## config.mk

```make
export PLATFORM = sky130hd
export DESIGN_NAME = logic_unit_pipe
export DESIGN_NICKNAME = d
export VERILOG_FILES = /design/src/rtl/logic_unit_pipe.sv
export SDC_FILE = /design/constraint.sdc
export NUM_CORES = 1
export LEC_CHECK = 0
export ABC_AREA = 1
export CORE_MARGIN = 2
export CORE_UTILIZATION = 23
export CTS_BUF_LIST = sky130_fd_sc_hd__clkbuf_8
export CTS_CLUSTER_DIAMETER = 50
export DETAILED_ROUTE_END_ITERATION = 12
export RECOVER_POWER = 25
export SETUP_SLACK_MARGIN = 0.5
export SLEW_MARGIN = 10
export SYNTH_ARGS = -nofsm -noshare
export SYNTH_HDL_FRONTEND = slang
export SYNTH_SLANG_ARGS = --single-unit
```

## constraint.sdc

```tcl
create_clock -name clk -period 2.9 [get_ports clk]
set_clock_uncertainty 0.15 [all_clocks]
set_input_delay 0.58 -clock clk [delete_from_list [all_inputs] [get_ports clk]]
set_output_delay 0.58 -clock clk [all_outputs]
set_load 0.01 [all_outputs]
```

## src/rtl/logic_unit_pipe.sv

```systemverilog
// logic_unit_pipe: registered WIDTH-bit bitwise logic unit with valid/ready
// handshake, result status flags, accumulate mode and an accepted-op counter.
module logic_unit_pipe #(
    parameter int unsigned WIDTH = 8,
    parameter int unsigned CNT_W = 16
) (
    input  logic             clk,
    input  logic             rst_n,
    input  logic             clear,
    input  logic             in_valid,
    output logic             in_ready,
    input  logic [WIDTH-1:0] in_a,
    input  logic [WIDTH-1:0] in_b,
    input  logic [2:0]       in_op,
    input  logic             in_acc,
    output logic             out_valid,
    input  logic             out_ready,
    output logic [WIDTH-1:0] out_data,
    output logic             out_zero,
    output logic             out_ones,
    output logic             out_parity,
    output logic [CNT_W-1:0] op_count
);

    typedef enum logic [2:0] {
        OP_AND   = 3'd0,
        OP_NAND  = 3'd1,
        OP_OR    = 3'd2,
        OP_NOR   = 3'd3,
        OP_NOT_A = 3'd4,
        OP_XOR   = 3'd5,
        OP_XNOR  = 3'd6,
        OP_PASS  = 3'd7
    } op_e;

    logic             accept_c;
    logic [WIDTH-1:0] operand_x_c;
    logic [WIDTH-1:0] result_c;
    logic             zero_c;
    logic             ones_c;
    logic             parity_c;

    // Ready depends only on registered state, clear and out_ready; never on in_valid.
    assign in_ready = !clear && (!out_valid || out_ready);
    assign accept_c = in_valid && in_ready;

    // Second operand: last result register (consumed or not) in accumulate mode.
    always_comb begin
        operand_x_c = in_b;
        if (in_acc) begin
            operand_x_c = out_data;
        end
    end

    // Bitwise operation select.
    always_comb begin
        result_c = '0;
        case (op_e'(in_op))
            OP_AND:   result_c = in_a & operand_x_c;
            OP_NAND:  result_c = ~(in_a & operand_x_c);
            OP_OR:    result_c = in_a | operand_x_c;
            OP_NOR:   result_c = ~(in_a | operand_x_c);
            OP_NOT_A: result_c = ~in_a;
            OP_XOR:   result_c = in_a ^ operand_x_c;
            OP_XNOR:  result_c = ~(in_a ^ operand_x_c);
            OP_PASS:  result_c = in_a;
            default:  result_c = '0;
        endcase
    end

    // Status flags derived from the result about to be registered.
    always_comb begin
        zero_c   = (result_c == '0);
        ones_c   = &result_c;
        parity_c = ^result_c;
    end

    // Result, flags, valid and counter registers.
    always_ff @(posedge clk or negedge rst_n) begin
        if (!rst_n) begin
            out_data   <= '0;
            out_zero   <= 1'b1;
            out_ones   <= 1'b0;
            out_parity <= 1'b0;
            out_valid  <= 1'b0;
            op_count   <= '0;
        end else if (clear) begin
            out_data   <= '0;
            out_zero   <= 1'b1;
            out_ones   <= 1'b0;
            out_parity <= 1'b0;
            out_valid  <= 1'b0;
            op_count   <= '0;
        end else if (accept_c) begin
            out_data   <= result_c;
            out_zero   <= zero_c;
            out_ones   <= ones_c;
            out_parity <= parity_c;
            out_valid  <= 1'b1;
            op_count   <= op_count + CNT_W'(1);
        end else if (out_ready) begin
            // Result consumed; data and flags stay as the accumulator source.
            out_valid  <= 1'b0;
        end
    end

endmodule

```

==> results.md, run 1 <==
* Nets at 584
* Post-detailed-placement cell area at 0.00371 sq mm
* Crit share post-route at 81.7%
* CP Capture Type: flop
* Cell area after synthesis at 0.00268 sq mm
* Vias post-DR at 3049
* Placement Rows at 39
* Inserted Diodes at 0
* Power Total at 1.32 mW
* Post-CTS clock slew at the launch and capture registers of the worst setup and hold paths at 0.09 ns
* Launching point of the worst reg2reg path: out_data[0]
* Post-synth EDFFs at 0
* Max Slew Vio Count at 29
* Non-filler cells in the finished layout at 676
* Data arrival time at the worst-slack endpoint at 2.39 ns
* Outcome: finished, violations left
* Count leader, synth: nand2_1
* Design area at 0.00431 sq mm
* Crit path depth at 18
* Highest Clock Rate at 422 MHz
* Number of setup violations in the final report at 0
* Insertion delay of the later-clocked pin in the worst-skew pair at 0.27 ns
* # fillers at 1200
* Most common cell type on the critical path: buf_4
* Maximum number of pins on one net before global-route repair at 29
* Antenna violations before repair at 0
* Most common library cells after synthesis: nand2_1, inv_1, nor2_1
* Failing checks: capacitance limit, slew limit
* Minimum period implied by the final worst setup slack at 2.37 ns
* Number of optimization iterations in the first detailed-route pass at 4
* TritonCTS clock tree: built
* Global-route usage over all layers at 13.0%
* Total of flip-flops plus latches after synthesis at 28
* WL per Instance at 12.5 um
* Total number of yosys warnings at 0
* Setup repair after global routing missed its margin: true
* Crit Path Category: input pin to flop
* Async set-reset flop share out of synthesis at 100%
* Final wirelength at 8.47 mm
* Fraction of synthesized cell area taken by the top area cell type at 25.2%
* Core area at 0.0114 sq mm
* Cell type with the largest total area after synthesis: dfrtp_1
* Worst hold-check slack at 0.369 ns
* Worst path cell trace: buf_8, buf_12, nand2_4, o21ai_4, ha_4, inv_2, nand3_2, nand2_1, nor2_1, nand2_1, buf_4, buf_6, buf_6, buf_4, buf_4, buf_4, nand3_2, nand2_1
* First-pass GRT wire length at 13.7 mm
* Main flop type after synthesis: dfrtp_1
* Post-DP HPWL at 6.03 mm
* Total of max-cap violations at 1
* Vias in the first global route at 2927
* Clk Tree Root Cell: clkbuf_8
* Starting utilization of the core area at 23.5%
* Count of routing violations after the opening detailed-route iteration at 90
* Largest buffer count on any clock path at 2
* Capturing instance or port of the critical path: out_data[0]
* Startpoint of the most critical setup path: in_acc
* I/O pin total at 54
* Total overflow reported by the global router at 0
* Leakage power at 2.13 nW
* Share of the yosys chip area belonging to registers at 26.2%
* Launching element type of the critical path: input pin
* Area added between synthesis and finish at 61.1%
* Crit-path max cell delay at 0.26 ns
* Area of the die at 0.0125 sq mm
* Antenna-violating nets left at 0
* Sinks on Clock Net at 28
* Post-route setup TNS at 0 ns
* IR Drop Worst-Case VDD at 0.000174 V
* Clock buffer count from CTS at 3
* Endpoint of the most critical register-to-register path: out_data[0]
* Cell types with the largest area share after synthesis: dfrtp_1, nand2_1, ha_1
* Ratio of total power to cell area at 305 mW/mm^2
* Count of endpoints failing hold in the final timing report at 0
* Worst path top cell family by delay: buffers and inverters
* Endpoint required time on the critical path at 2.92 ns
* Least-Margin Pin Slew at 1.55 ns
* Ratio of cells with drive above 1 in the final layout at 29.1%
* Global placer's final weighted congestion at 0.855
* Cell count after placement at 650
* Net count after synthesis at 468
* Post-synthesis cell count at 418
* Synth cell types at 28
* Input/output buffers at 53
* Number of cells on the worst reg-to-reg path at 17
* Avg Vias per Cell at 4.51
* Largest fanout on the critical path at 7
* Cell at the slowest stage of the critical path: ha_4
* Crit path buffers/inverters at 9
* FF-to-FF setup slack at 0.61 ns
* Average cell area after synthesis at 6.40 sq um
* Vertical die dimension at 112 um
* Number of hold buffers added after cts at 0
* Tightest slew margin relative to the limit at -3.17%
* Die Wd at 112 um
* Number of design rule violations left after detail routing at 0
* Deepest level of the CTS H-tree at 1
* Worst min-delay path category: flop to flop
-- per-stage QoR --
stage               utilization [%]  setup WS, ns
floorplan                         -         0.467
global placement               32.6        -0.226
detailed placement             32.6        -0.314
CTS                            35.1         0.401
global route                   37.9         0.261
finish                         37.9         0.532
-- where the power goes --
part           internal [mW]  total (mW)  switching [mW]
Clock                  0.121       0.241           0.119
Combinational          0.336       0.643           0.307
Sequential             0.413       0.432          0.0197
-- cells by family (layout without fill, tap and decap cells) --
logic type / count (synthesis) / count (layout) / synth area share, %
AND/OR/NAND/NOR: 239 / 239 / 40.3
buffers and inverters: 86 / 201 / 13.7
AO/OA/AOI/OAI: 37 / 37 / 7.11
flip-flops: 28 / 28 / 26.2
adder cells (fa/ha/maj): 25 / 25 / 11.7
XOR/XNOR: 3 / 3 / 0.982
-- worst min-delay path by stage --
stage	startpoint	endpoint	cells past startpoint
detailed placement	out_parity	out_parity	2
global route	out_zero	out_zero	2
finish	out_parity	out_parity	2
floorplan	rst_n	op_count[0]	0
CTS	out_parity	out_parity	2
global placement	out_parity	out_parity	2
-- layout by cell type, fill, tap and decap left out, types with 2 or more instances in the layout --
cell,count
nor2_4,2
nand2_4,5
buf_6,6
nand2_1,101
dfrtp_1,27
nand3_1,35
ha_2,3
dlymetal6s2s_1,6
nor2_1,46
buf_8,3
o21ai_2,3
nor2_2,2
ha_1,11
clkbuf_8,4
clkbuf_2,2
inv_4,2
clkdlybuf4s50_1,31
nand4_1,21
nand3b_1,8
o21ai_4,5
dlygate4sd2_1,10
o21ai_1,7
buf_12,4
xnor2_2,2
inv_2,21
o21ai_0,14
ha_4,11
clkdlybuf4s15_1,2
inv_1,47
nand3_2,7
a21oi_1,6
buf_4,58
nand2_2,10
-- worst reg2reg max path, stage by stage (launching register included) --
cell and delay [ns]:
dfrtp_1 0.39, inv_1 0.09, nand2_4 0.07, o21ai_4 0.06
ha_4 0.26, inv_2 0.03, nand3_2 0.04, nand2_1 0.05
nor2_1 0.10, nand2_1 0.12, buf_4 0.16, buf_6 0.11
buf_6 0.10, buf_4 0.12, buf_4 0.12, buf_4 0.12
nand3_2 0.04, nand2_1 0.05
-- final cells by class --
type	count	area (sq um)	share of cell area, %
repair buffers	125	1170	27.2
flip-flops and latches	28	702	16.3
multi-input cells	304	1920	44.6
inverters	72	280	6.50
well taps	143	179	4.15
clock buffers	4	55.1	1.28
-- routing by layer --
metal	track usage [%]	routed length [um]	up-vias
li1	-	-	1554
met1	16.9	3810	1421
met2	22.9	4290	68
met3	1.25	316	6
met4	3.21	51	0
met5	0	0	-
-- flip-flops by register name (all words and copies together) (netlist names) --
register	count
out_zero	1
out_ones	1
out_data	8
out_parity	1
op_count	16
out_valid	1
-- timing repair --
action / in CTS / in global routing
cloned: 2 / 0
gates resized for setup: 51 / 82
pin swaps: 28 / 56
buffers inserted: 14 / 6
setup endpoints to repair: 4 / 5
Power figures use the tool's default switching activity.
==> inputs of run 2 (changes only) <==
clock period = 2 ns   (was 2.9 ns; I/O delays follow)
==> results.md, run 2 (same netlist as run 1, synthesis figures left out) <==
* Outcome: finished, violations left
* Failing checks: setup timing
* First-pass GRT wire length at 15.9 mm
* Number of design rule violations left after detail routing at 0
* Power Total at 2.09 mW
* Crit Path Category: flop to flop
* I/O pin total at 54
* Worst hold-check slack at 0.381 ns
* Sequential cell area at 703 sq um
* Startpoint of the most critical setup path: out_data[7]
* Least-Margin Pin Slew at 0.740 ns
* Post-route setup TNS at -0.722 ns
* FF-to-FF setup slack at -0.23 ns
* Number of setup violations in the final report at 5
* Capturing instance or port of the critical path: out_parity
* Minimum setup slack in the final design at -0.228 ns
* Endpoint required time on the critical path at 2.02 ns
* Core area at 0.0114 sq mm
* Registers with the highest flip-flop counts: op_count: 16 flops, out_data: 8 flops
* Vias in the first global route at 3470
* Largest buffer count on any clock path at 2
* Clock buffer count from CTS at 3
* CP Capture Type: flop
* Nets at 643
* Starting utilization of the core area at 23.5%
* Register containing the most flip-flops in the final layout: op_count
* Count of endpoints failing hold in the final timing report at 0
* Leading cell type in the layout, fill and taps excluded: buf_4
* Post-CTS clock slew at the launch and capture registers of the worst setup and hold paths at 0.10 ns
* TritonCTS clock tree: built
* Clk Tree Root Cell: clkbuf_8
* Multi-input gate area at 0.00208 sq mm
* Global placer's final weighted congestion at 0.911
* Die Wd at 112 um
* Vias post-DR at 3422
* # fillers at 1117
* Area added between synthesis and finish at 83.8%
* Largest fanout on the critical path at 2
* Avg Vias per Cell at 4.66
* Area of the die at 0.0125 sq mm
* Highest-count cells in the layout ignoring fill and taps: buf_4, nand2_1, inv_1
* Ratio of total power to cell area at 424 mW/mm^2
* Leakage power at 2.49 nW
* Ratio of cells with drive above 1 in the final layout at 48.3%
* Final wirelength at 9.81 mm
* Insertion delay of the later-clocked pin in the worst-skew pair at 0.28 ns
* Minimum period implied by the final worst setup slack at 2.23 ns
* Highest Clock Rate at 449 MHz
* Max Slew Vio Count at 0
* Antenna-violating nets left at 0
* Data arrival time at the worst-slack endpoint at 2.25 ns
* Number of optimization iterations in the first detailed-route pass at 4
* Antenna violations before repair at 0
* Deepest level of the CTS H-tree at 1
* Total of max-cap violations at 0
* Inserted Diodes at 0
* Maximum number of pins on one net before global-route repair at 29
* Number of cells on the worst reg-to-reg path at 14
* Placement Rows at 39
* Count of routing violations after the opening detailed-route iteration at 157
* Crit share post-route at 111%
* Worst min-delay path category: flop to flop
* Vertical die dimension at 112 um
* Tightest slew margin relative to the limit at 50.7%
* Launching element type of the critical path: flop
* Global-route usage over all layers at 15.0%
* Sinks on Clock Net at 28
* IR Drop Worst-Case VDD at 0.000269 V
* Setup repair after global routing missed its margin: true
* Number of hold buffers added after cts at 0
* Total overflow reported by the global router at 0
* Launching point of the worst reg2reg path: out_data[7]
* Endpoint of the most critical register-to-register path: out_parity
* WL per Instance at 13.3 um
* Number of flip-flops under the largest register name at 16
* Input/output buffers at 53
* Post-DP HPWL at 6.52 mm
[run 2: changes by cell type in the layout (fill, tap and decap cells not counted), sizes merged]
cell | before | now
inv | 70 | 71
dlygate4sd2 | 10 | 22
clkbuf | 7 | 16
clkinvlp | 1 | 0
dlymetal6s2s | 6 | 0
buf | 72 | 142
clkdlybuf4s50 | 31 | 0
clkdlybuf4s15 | 2 | 7
[run 2: worst min-delay path by stage]
stage          startpoint           to  depth (start not counted)
6_report         out_zero     out_zero                          2
3_3_place_gp   out_parity   out_parity                          2
4_1_cts             rst_n  op_count[1]                          2
3_5_place_dp   out_parity   out_parity                          2
2_1_floorplan       rst_n  op_count[0]                          0
5_1_grt          out_zero     out_zero                          2
[run 2: cell type report]
type,instances,share of cell area [%]
well taps,143,3.64
multi-input cells,304,42.3
inverters,72,5.87
flip-flops and latches,28,14.3
repair buffers,184,32.7
clock buffers,4,1.12
[run 2: metrics by stage]
| step | cells | utilization (%) | worst slack, ns | instance area [sq um] |
|---|---|---|---|---|
| final | 735 | 43.3 | -0.228 | 4920 |
| after global routing | 735 | 43.3 | -0.382 | 4920 |
| after CTS | 723 | 40.5 | -0.169 | 4600 |
| after detailed placement | 681 | 34.9 | -0.974 | 3960 |
| after global placement | 681 | 34.9 | -0.948 | 3960 |
| after floorplan | 418 | - | -0.249 | 2710 |
[run 2: power by group]
part,internal [mW],switching [mW],leakage (nW)
clock network,0.176,0.188,0.0288
registers,0.598,0.0233,0.378
logic,0.593,0.509,2.09
total,1.37,0.720,2.49
[run 2: critical path, cell delays in order, from the launching register on]
cell	delay, ns
dfrtp_1	0.41
inv_2	0.06
nand2_2	0.06
o21ai_4	0.09
ha_4	0.23
nand4_1	0.10
nand2_1	0.08
nor2_2	0.11
nand2_2	0.08
nand2_2	0.09
inv_2	0.05
ha_4	0.24
xnor2_2	0.13
xnor2_1	0.16
o21ai_1	0.07
[run 2: layer usage]
metal / vias to the layer above / global-route usage, % / part of all wire [%]
met5: - / 0 / 0
met4: 0 / 4.53 / 2.0
met3: 22 / 1.69 / 4.9
met2: 120 / 27.7 / 52
met1: 1603 / 18.3 / 41
li1: 1677 / - / -
[run 2: timing repair]
action                     4_1_cts  5_1_grt
resized for setup              201      103
setup endpoints to repair       56       48
pin swaps                       52       56
buffers inserted                36       12
gates cloned                     2        0
==> inputs of run 3 (changes only) <==
CAP_MARGIN = 5   (was not set)
==> results of run 3 <==
No change in the layout: final DEF, timing and power equal those of run 2.
